`config.mk`:
```
export PLATFORM = sky130hd
export DESIGN_NAME = code_transmitter
export DESIGN_NICKNAME = d
export VERILOG_FILES = /design/src/rtl/code_transmitter.sv
export SDC_FILE = /design/constraint.sdc
export NUM_CORES = 1
export LEC_CHECK = 0
export BUFFER_PORTS_ARGS = -buffer_cell sky130_fd_sc_hd__buf_2
export CAP_MARGIN = 20
export CORE_MARGIN = 4
export CORE_UTILIZATION = 55
export CTS_CLUSTER_DIAMETER = 50
export DETAILED_ROUTE_END_ITERATION = 6
export PLACE_DENSITY = 0.74
export SLEW_MARGIN = 0
export SYNTH_ARGS = -nofsm -noshare
export SYNTH_HDL_FRONTEND = slang
export SYNTH_SLANG_ARGS = --single-unit
```
`constraint.sdc`:
```
create_clock -name clock -period 3.9 [get_ports clock]
set_input_delay 0.78 -clock clock [delete_from_list [all_inputs] [get_ports clock]]
set_output_delay 0.78 -clock clock [all_outputs]
set_load 0.01 [all_outputs]
```
`src/rtl/code_transmitter.sv`:
```
// Serial codeword transmitter: DEPTH-entry input FIFO feeding a start-bit + MSB-first framer.
// Frames are WIDTH+1 cycles with no stop bit; back-to-back frames leave no idle gap.
module code_transmitter #(
  parameter int WIDTH = 7,
  parameter int DEPTH = 4
) (
  input  logic                     clock,
  input  logic                     reset,
  input  logic [WIDTH-1:0]         io_input,
  input  logic                     io_valid,
  output logic                     io_ready,
  output logic                     io_output,
  output logic                     io_busy,
  output logic [$clog2(DEPTH):0]   io_level
);

  localparam int PTR_W = $clog2(DEPTH);
  localparam int LVL_W = PTR_W + 1;
  localparam int CNT_W = $clog2(WIDTH);

  typedef enum logic [1:0] {IDLE, START, DATA} state_t;

  state_t             state, state_nxt;
  logic [WIDTH-1:0]   mem [DEPTH];
  logic [PTR_W-1:0]   wr_ptr, rd_ptr;
  logic [WIDTH-1:0]   shift_q, shift_nxt;
  logic [CNT_W-1:0]   cnt_q, cnt_nxt;
  logic               out_nxt;
  logic               push, pop;

  // Ready depends only on the registered level, so a full FIFO never accepts
  // a word even on the edge that frees a slot.
  assign io_ready = io_level < LVL_W'(DEPTH);
  assign push     = io_valid && io_ready;
  assign io_busy  = (state != IDLE);

  always_ff @(posedge clock or negedge reset) begin
    if (!reset) state <= IDLE;
    else        state <= state_nxt;
  end

  always_comb begin
    state_nxt = state;
    shift_nxt = shift_q;
    cnt_nxt   = cnt_q;
    out_nxt   = 1'b0;
    pop       = 1'b0;
    case (state)
      IDLE: begin
        if (io_level != '0) begin
          pop       = 1'b1;
          shift_nxt = mem[rd_ptr];
          out_nxt   = 1'b1;
          state_nxt = START;
        end
      end
      START: begin
        out_nxt   = shift_q[WIDTH-1];
        shift_nxt = shift_q << 1;
        cnt_nxt   = CNT_W'(WIDTH - 1);
        state_nxt = DATA;
      end
      DATA: begin
        // cnt_q is the index of the bit currently on the line
        if (cnt_q != '0) begin
          out_nxt   = shift_q[WIDTH-1];
          shift_nxt = shift_q << 1;
          cnt_nxt   = cnt_q - CNT_W'(1);
        end else if (io_level != '0) begin
          pop       = 1'b1;
          shift_nxt = mem[rd_ptr];
          out_nxt   = 1'b1;
          state_nxt = START;
        end else begin
          state_nxt = IDLE;
        end
      end
      default: state_nxt = IDLE;
    endcase
  end

  always_ff @(posedge clock or negedge reset) begin
    if (!reset) begin
      io_output <= 1'b0;
      shift_q   <= '0;
      cnt_q     <= '0;
      wr_ptr    <= '0;
      rd_ptr    <= '0;
      io_level  <= '0;
    end else begin
      io_output <= out_nxt;
      shift_q   <= shift_nxt;
      cnt_q     <= cnt_nxt;
      if (push) wr_ptr <= wr_ptr + PTR_W'(1);
      if (pop)  rd_ptr <= rd_ptr + PTR_W'(1);
      case ({push, pop})
        2'b10:   io_level <= io_level + LVL_W'(1);
        2'b01:   io_level <= io_level - LVL_W'(1);
        default: io_level <= io_level;
      endcase
    end
  end

  always_ff @(posedge clock) begin
    if (push) mem[wr_ptr] <= io_input;
  end

endmodule

```
# Word-level counts from Yosys, hierarchy flattened
# Memory sizes are Yosys's and may differ from the RTL's.
# Index checks and enable logic that the tools add are counted.
# op_classes
n_addsub	5
multipliers	0
n_div	0
n_lt_le_gt_ge	1
eq_ne	7
n_shift	0
muxes	17
bitwise	0
reduce_logical	10
# ops
op	count
$pmux W7 S3	1
$mux W7	2
$pmux W3 S2	2
$reduce_bool A3 Y1	3
$mux W1	6
$ne A2 B2 Y1 const B	3
$pmux W2 S3	1
$reduce_bool A2 Y1	3
$sub A3 B1 Y3 const B	2
$add A2 B1 Y2 const B	2
$eq A2 B1 Y1 const B	2
$eq A2 B2 Y1 const B	2
$mux W2	2
$reduce_and A2 Y1	2
$add A3 B1 Y3 const B	1
$lt A3 B3 Y1 const B	1
$mux W3	1
$pmux W1 S3	1
$logic_not A2 Y1	1
$pmux W1 S2	1
$logic_and A1 B1 Y1	1
# totals
regBits	20
latch_bits	0
mem_bits_rw	28
mem_bits_ro	0
input_bits	10
out_inout_bits	6
elab_cells	48
memories	1
# mem_list
name	words	width	rd	rd_ports_with_merged_regs	write_ports	line	text
mem	4	7	1	0	1	24	logic [WIDTH-1:0] mem [DEPTH];

# Logic depth before layout (Yosys ltp)
# Gate-level depths: netlist of run 1.
# depth
depth_word	6
ltp_mapped	11
ltp_nobuf	11

# Worst setup path after synthesis of run 1
# Ideal clock, no wire load.
# synth_timing
path_kind	register to register
from	register state[0]
to	register io_level[2]
setup_time_ns	0.080
arrival_time_ns	2.079
required_ns	3.820
setup_slack_ns	1.741
stages_incl_launch_ff	12
n_path_buf	0
synth_period_minus_slack_ns	2.159
path_cell_list	dfrtp_1 inv_1 ha_1 nand3b_1 a21o_1 inv_1 ha_1 inv_1 fa_1 xor2_1 nor2_1 xnor2_1
# synth_between
elab_chain_len	4
word_cells_on_any_way	7
classes_between	eq/ne: 3; mux: 2; reduce/logical: 2
# synth_rtl
item	line	text
start, declared	23	state_t state, state_nxt;
start signal, assigned	39	else state <= state_nxt;
$eq A2 B2 Y1 / $logic_not A2 Y1 (equally long branches)	48	case (state)
$pmux W1 S2 *	48	
net pop	29	logic push, pop;
$eq A2 B1 Y1 / $eq A2 B2 Y1 (equally long branches)	96	case ({push, pop})
$pmux W3 S2 / $reduce_bool A2 Y1 (equally long branches)	--	
end signal, assigned	97	2'b10: io_level <= io_level + LVL_W'(1);
end signal, assigned	98	2'b01: io_level <= io_level - LVL_W'(1);
end signal, assigned	99	default: io_level <= io_level;
end, declared	14	output logic [$clog2(DEPTH):0] io_level
# Mark *: on every way through the listed nets, which the timed path passes. The rest lies on a longest branch.
# A chain may end at the register's enable or synchronous reset.

# Worst setup path after layout of run 1
# Ends and elaborated chain as after synthesis.

==> results.yml, run 1 <==
clock_network:
  numCtsBuffers: 5
  cts_max_level: 2
  cts_hold_buf: 0
  clk_path_buf_depth: 2
  clk_pin_slew_ps: 80
  cts_root_buffer: "clkbuf_8"
  cts_setup_buffers: 0
  tritoncts: "done"
  clk_latency_ps: 300
  cts.sinks: 48
  cts_resized: 0
timing:
  slew_violations: 0
  finalCritPeriodShare_pct: 62.2
  hold-worst-slack_ps: 420
  fin_ws_ps: 1480
  rsz0062_at_grt: "false"
  hold_violations: 0
  finalCriticalPeriod_ps: 2420
  worst_slew_pin_slew_ps: 511
  slew_headroom_pct: 65.9
  setup_viol: 0
  setup_tns_ps: 0
  fmax_mhz: 412
  finClkSkew_ps: 5.39
synth:
  synthFlopType: "edfxtp_1"
  yosysSeqAreaShare_pct: 63.1
  async_reset_ff_share_pct: 41.7
  postSynthAreaPerCell_sq_um: 15.1
  synth_edf_count: 28
  synth_nets: 163
  synth_top_family_by_area: "compound AO/OA/AOI/OAI gates"
  yosys.area_share.simple_pct: 6.36
  synth_warnings: 0
  synth_compound_area_share_pct: 8.65
  yosys-top-cells-area: "edfxtp_1 (40%), dfrtp_1 (24%), ha_1 (6.5%), mux4_2 (6.4%), inv_1 (3.0%)"
  syn_inst: 141
  yosysMostFrequentCell: "edfxtp_1"
  synth_cell_types: 34
  synth_top_cell_by_area: "edfxtp_1"
  synth_adder_area_share_pct: 7.42
  muxShareOfSynthArea_pct: 8.12
  synth_top_area_share_pct: 39.6
  synth-xor-area-share_pct: 2.47
  synth-seq-cells: 48
  ys_top_cells_by_count: "edfxtp_1 (28), dfrtp_1 (20), inv_1 (17), ha_1 (11), nor2b_1 (7)"
  syn_area_sq_um: 2130
placed_design:
  dpl.hpwl_mm: 2.45
  globalplace.congestion: 0.797
  place_ws_ps: 1510
  port_buffers: 15
run:
  max_cap_viol_count: 0
final_layout:
  regArea_sq_um: 1340
  fillers: 270
  fin_nets: 182
  num_antenna_cells: 0
  multi_input_area_sq_um: 702
  area_growth_pct: 9.53
  layout-drive-gt1-share_pct: 19.9
power:
  switchingPower_uw: 644
  leakage_uw: 0.000954
  seq_power_share_pct: 44.4
  p_comb_share_pct: 39.9
  ir_worst_vdd_mv: 0.445
  p_per_area_nw_per_um2: 776
  sw_frac_of_total_pct: 35.6
  intPower_uw: 1160
  clockPowerShare_pct: 15.6
grt:
  grt.total_usage_pct: 15.0
  grt_pass1_wl_mm: 5.60
  antenna_found_initial: 0
  grt_start_max_net_pins: 21
  grt_pass1_vias: 1234
  grt-ovfl-total: 0
die:
  pin_count: 16
  start_util_pct: 57.6
  fp.coreArea_sq_um: 3690
  dieHeight_um: 70.2
  dieWidth_um: 70.2
  dieArea_sq_um: 4920
  fp-row-count: 22
critical_path:
  worstSetupPathType: "register to register"
  arrival_ps: 2640
  endpoint_kind: "register"
  critPathLaunchType: "register"
  cp_max_fo: 7
  worst-endpoint-required_ps: 4120
routing:
  met3WireLength_um: 128
  routed-via-count: 1130
  drc: 0
  via_per_inst: 5.41
  dr_wl_met2_mm: 1.69
  highest_layer: "met4"
  routedWlPerCell_um: 15.7
  drtPass1Iterations: 4
  drt_iter0_markers: 72
  wirelength_mm: 3.29
  ant_nets: 0
  wl_met1_mm: 1.42
hold_path:
  hold_class: "input pin to asynchronous set/reset pin"
outcome:
  outcome: "complete, no violations"
## layout by cell type, fill, tap and decap left out
cell,n
fa_1,1
a21o_1,1
o21ai_0,4
ha_1,11
a211o_2,1
mux4_1,1
a31oi_2,1
nand3_1,2
o211a_1,1
mux4_2,6
edfxtp_1,28
nor3_2,1
inv_1,17
o2bb2ai_1,1
nand4_1,1
nand2_1,4
nor2_1,3
o211ai_1,1
o21ai_1,1
xor2_1,1
nand2b_1,1
clkinv_1,1
mux2_2,1
a21oi_1,2
and2_1,4
nor2b_1,7
dfrtp_1,20
buf_2,15
inv_6,1
a21boi_0,1
nand3b_1,1
clkbuf_8,5
a22oi_1,1
o221ai_1,2
a221o_1,6
clkinv_2,1
xnor2_1,5
## power groups by stage
stage	registers, uW	clock network (uW)	logic [uW]
final	803	282	722
after global routing	822	314	810
after detailed placement	813	0	733
after floorplan	765	0	599
after CTS	804	295	732
after global placement	805	0	690
## layer usage
metal	vias to the layer above	GRT usage, %
met5	-	0
met2	16	25.8
met1	558	16.9
li1	550	-
met4	0	5.53
met3	6	5.61
## worst max-delay path, cell delays in order, from the launching register on
cell and delay (ps):
dfrtp_1 420, inv_1 120, ha_1 270, nand3b_1 180, a21o_1 270, inv_1 90, ha_1 170, inv_1 60
fa_1 370, xor2_1 150, nor2_1 110, xnor2_1 130
## stage by stage
step | util, % | cell area, sq um | power, uW | cells
after global routing | 63.1 | 2330 | 1950 | 209
final | 63.1 | 2330 | 1810 | 209
after CTS | 63.1 | 2330 | 1830 | 209
after floorplan | - | 2130 | 1360 | 141
after global placement | 60.8 | 2240 | 1490 | 201
after detailed placement | 60.8 | 2240 | 1550 | 201
## cell families (layout without fill, tap and decap cells)
group                    Yosys count  count (layout)
buffers and inverters             20              40
multiplexers                       8               8
AND/OR/NAND/NOR                   24              24
flip-flops                        48              48
XOR/XNOR                           6               6
adder cells (fa/ha/maj)           12              12
AO/OA/AOI/OAI                     23              23
## final timing paths
kind / slack [ps] / startpoint / cells after the start / end
max: 1480 / state[0] / 11 / io_level[2]
min: 420 / reset / 1 / shift_q[0]
max reg2reg: 1480 / state[0] / 11 / io_level[2]
min reg2reg: 500 / cnt_q[0] / 1 / cnt_q[0]
max in group asynchronous: 3170 / reset / 1 / cnt_q[1]
min in group clock: 500 / cnt_q[0] / 1 / cnt_q[0]
## sequential cells by signal, summed over array words and instances (netlist names)
signal	flops
mem	28
shift_q	7
cnt_q	3
io_level	3
rd_ptr	2
state	2
wr_ptr	2
io_output	1
## layout make-up
class | instances | area share, %
Sequential cell | 48 | 57.6
Multi-Input combinational cell | 73 | 30.1
Timing Repair Buffer | 15 | 3.22
Clock buffer | 5 | 2.96
Inverter | 17 | 2.74
Tap cell | 48 | 2.58
Clock inverter | 3 | 0.752
Power figures use the tool's default switching activity.
==> run 2: changes to the inputs <==
Clock period 3.9 ns to 2.3 ns, I/O delays scaled along.
==> results.yml, run 2 (synthesis gave the netlist of run 1 again) <==
routing:
  drt_iter0_markers: 61
  drc: 0
  ant_nets: 0
  via_per_inst: 5.48
  routed-via-count: 1167
  drtPass1Iterations: 4
  routedWlPerCell_um: 15.6
  wirelength_mm: 3.32
critical_path:
  reg2reg_depth: 11
  reg2reg_slack_ps: 130
  critPathSlowestCell: "dfrtp_1"
  critPathLaunchType: "register"
  crit_chain: "inv_1, ha_2, nand3b_1, a21o_1, inv_2, ha_2, inv_1, fa_2, xor2_1, nor2_1, xnor2_1"
  r2r-end: "io_level[2]"
  arrival_ps: 2400
  cp_max_fo: 3
  endpoint_kind: "register"
  max_stage_delay_ps: 400
  worst-endpoint-required_ps: 2530
  r2r_start: "cnt_q[0]"
  worstSetupPathType: "register to register"
clock_network:
  cts_hold_buf: 0
  cts_root_buffer: "clkbuf_8"
  clk_path_buf_depth: 2
  tritoncts: "done"
  cts.sinks: 48
  clk_latency_ps: 300
  numCtsBuffers: 5
  clk_pin_slew_ps: 90
  cts_max_level: 2
grt:
  grt-ovfl-total: 0
  grt_start_max_net_pins: 21
  antenna_found_initial: 0
  grt_pass1_wl_mm: 5.81
  grt.total_usage_pct: 15.5
  grt_pass1_vias: 1228
final_layout:
  area_growth_pct: 12.8
  multi_input_area_sq_um: 712
  fillers: 274
  largest_reg_flops: 28
  reg.largest.list: "mem: 28 flops, shift_q: 7 flops"
  fin_nets: 186
  final_common_cell: "edfxtp_1"
  largest-register: "mem"
  num_antenna_cells: 0
  final_cell_mix: "edfxtp_1 (28), dfrtp_1 (20), inv_1 (15), buf_2 (15), ha_1 (8)"
  regArea_sq_um: 1340
  layout-drive-gt1-share_pct: 26.1
die:
  dieArea_sq_um: 4920
  start_util_pct: 57.6
  fp-row-count: 22
  fp.coreArea_sq_um: 3690
  dieWidth_um: 70.2
  pin_count: 16
  dieHeight_um: 70.2
timing:
  fmax_mhz: 460
  finalCriticalPeriod_ps: 2170
  finClkSkew_ps: 2.87
  setup_viol: 0
  hold_violations: 0
  slew_headroom_pct: 67.2
  rsz0062_at_grt: "false"
  setup_tns_ps: 0
  finalCritPeriodShare_pct: 94.4
  slew_violations: 0
  worst_slew_pin_slew_ps: 492
placed_design:
  globalplace.congestion: 0.773
  port_buffers: 15
  dpl.hpwl_mm: 2.43
power:
  ir_worst_vdd_mv: 0.993
  switchingPower_uw: 1110
  sw_frac_of_total_pct: 34.3
  seq_power_share_pct: 41.9
  p_total_uw: 3250
  leakage_uw: 0.000976
  p_per_area_nw_per_um2: 1360
  clockPowerShare_pct: 18.7
  intPower_uw: 2140
  p_comb_share_pct: 39.4
outcome:
  outcome: "complete, no violations"
hold_path:
  hold_class: "input pin to asynchronous set/reset pin"
run:
  max_cap_viol_count: 0
==> run 2: routing by layer <==
| layer | GRT usage (%) | part of all wire [%] | vias to the layer above |
|---|---|---|---|
| met1 | 19.5 | 43 | 573 |
| met2 | 24.6 | 50 | 26 |
| met5 | 0 | 0 | - |
| met3 | 4.89 | 4.4 | 11 |
| met4 | 7.02 | 2.4 | 0 |
| li1 | - | - | 557 |
==> run 2: worst max path at each step <==
stage             start     endpoint  slack, ps  depth (start not counted)
5_1_grt        cnt_q[0]  io_level[2]          6                         11
2_1_floorplan  state[0]  io_level[2]        140                         11
3_3_place_gp   state[0]  io_level[2]        140                         11
6_report       cnt_q[0]  io_level[2]        130                         11
3_5_place_dp   state[0]  io_level[2]         40                         11
4_1_cts        state[0]  io_level[2]         10                         11
==> run 2: worst max-delay path: cells and delay by family (launching register included) <==
kind                     cells  cell delay, ps
AO/OA/AOI/OAI                1             220
flip-flops                   1             400
adder cells (fa/ha/maj)      3             710
XOR/XNOR                     2             280
AND/OR/NAND/NOR              2             270
buffers and inverters        3             220
==> run 2: power by group through the flow <==
stage | registers, uW | logic, uW | clock network, uW
after floorplan | 1300 | 1020 | 0
after global placement | 1370 | 1190 | 0
after detailed placement | 1380 | 1240 | 0
after CTS | 1360 | 1250 | 627
after global routing | 1400 | 1460 | 666
final | 1360 | 1280 | 608
==> run 2: through the flow <==
stage / util, % / instances / worst slack, ps / area, sq um / hold slack [ps]
finish: 65.0 / 213 / 128 / 2400 / 100
global route: 65.0 / 213 / 6.35 / 2400 / 134
CTS: 64.3 / 211 / 11.8 / 2370 / 109
detailed placement: 61.2 / 203 / 43.6 / 2260 / 440
global placement: 61.2 / 203 / 137 / 2260 / 427
floorplan: - / 141 / 141 / 2130 / 164
==> run 2: layout make-up <==
cell class,instances,area share [%]
clock buffers,5,2.87
clock inverters,3,1.93
inverters,17,2.66
multi-input cells,73,29.7
flip-flops and latches,48,56.0
well taps,48,2.51
repair buffers,19,4.38
==> run 2: timing repair <==
| item | 4_1_cts | 5_1_grt |
|---|---|---|
| setup endpoints to repair | 0 | 2 |
| resized for setup | 0 | 6 |
| buffers inserted | 0 | 2 |
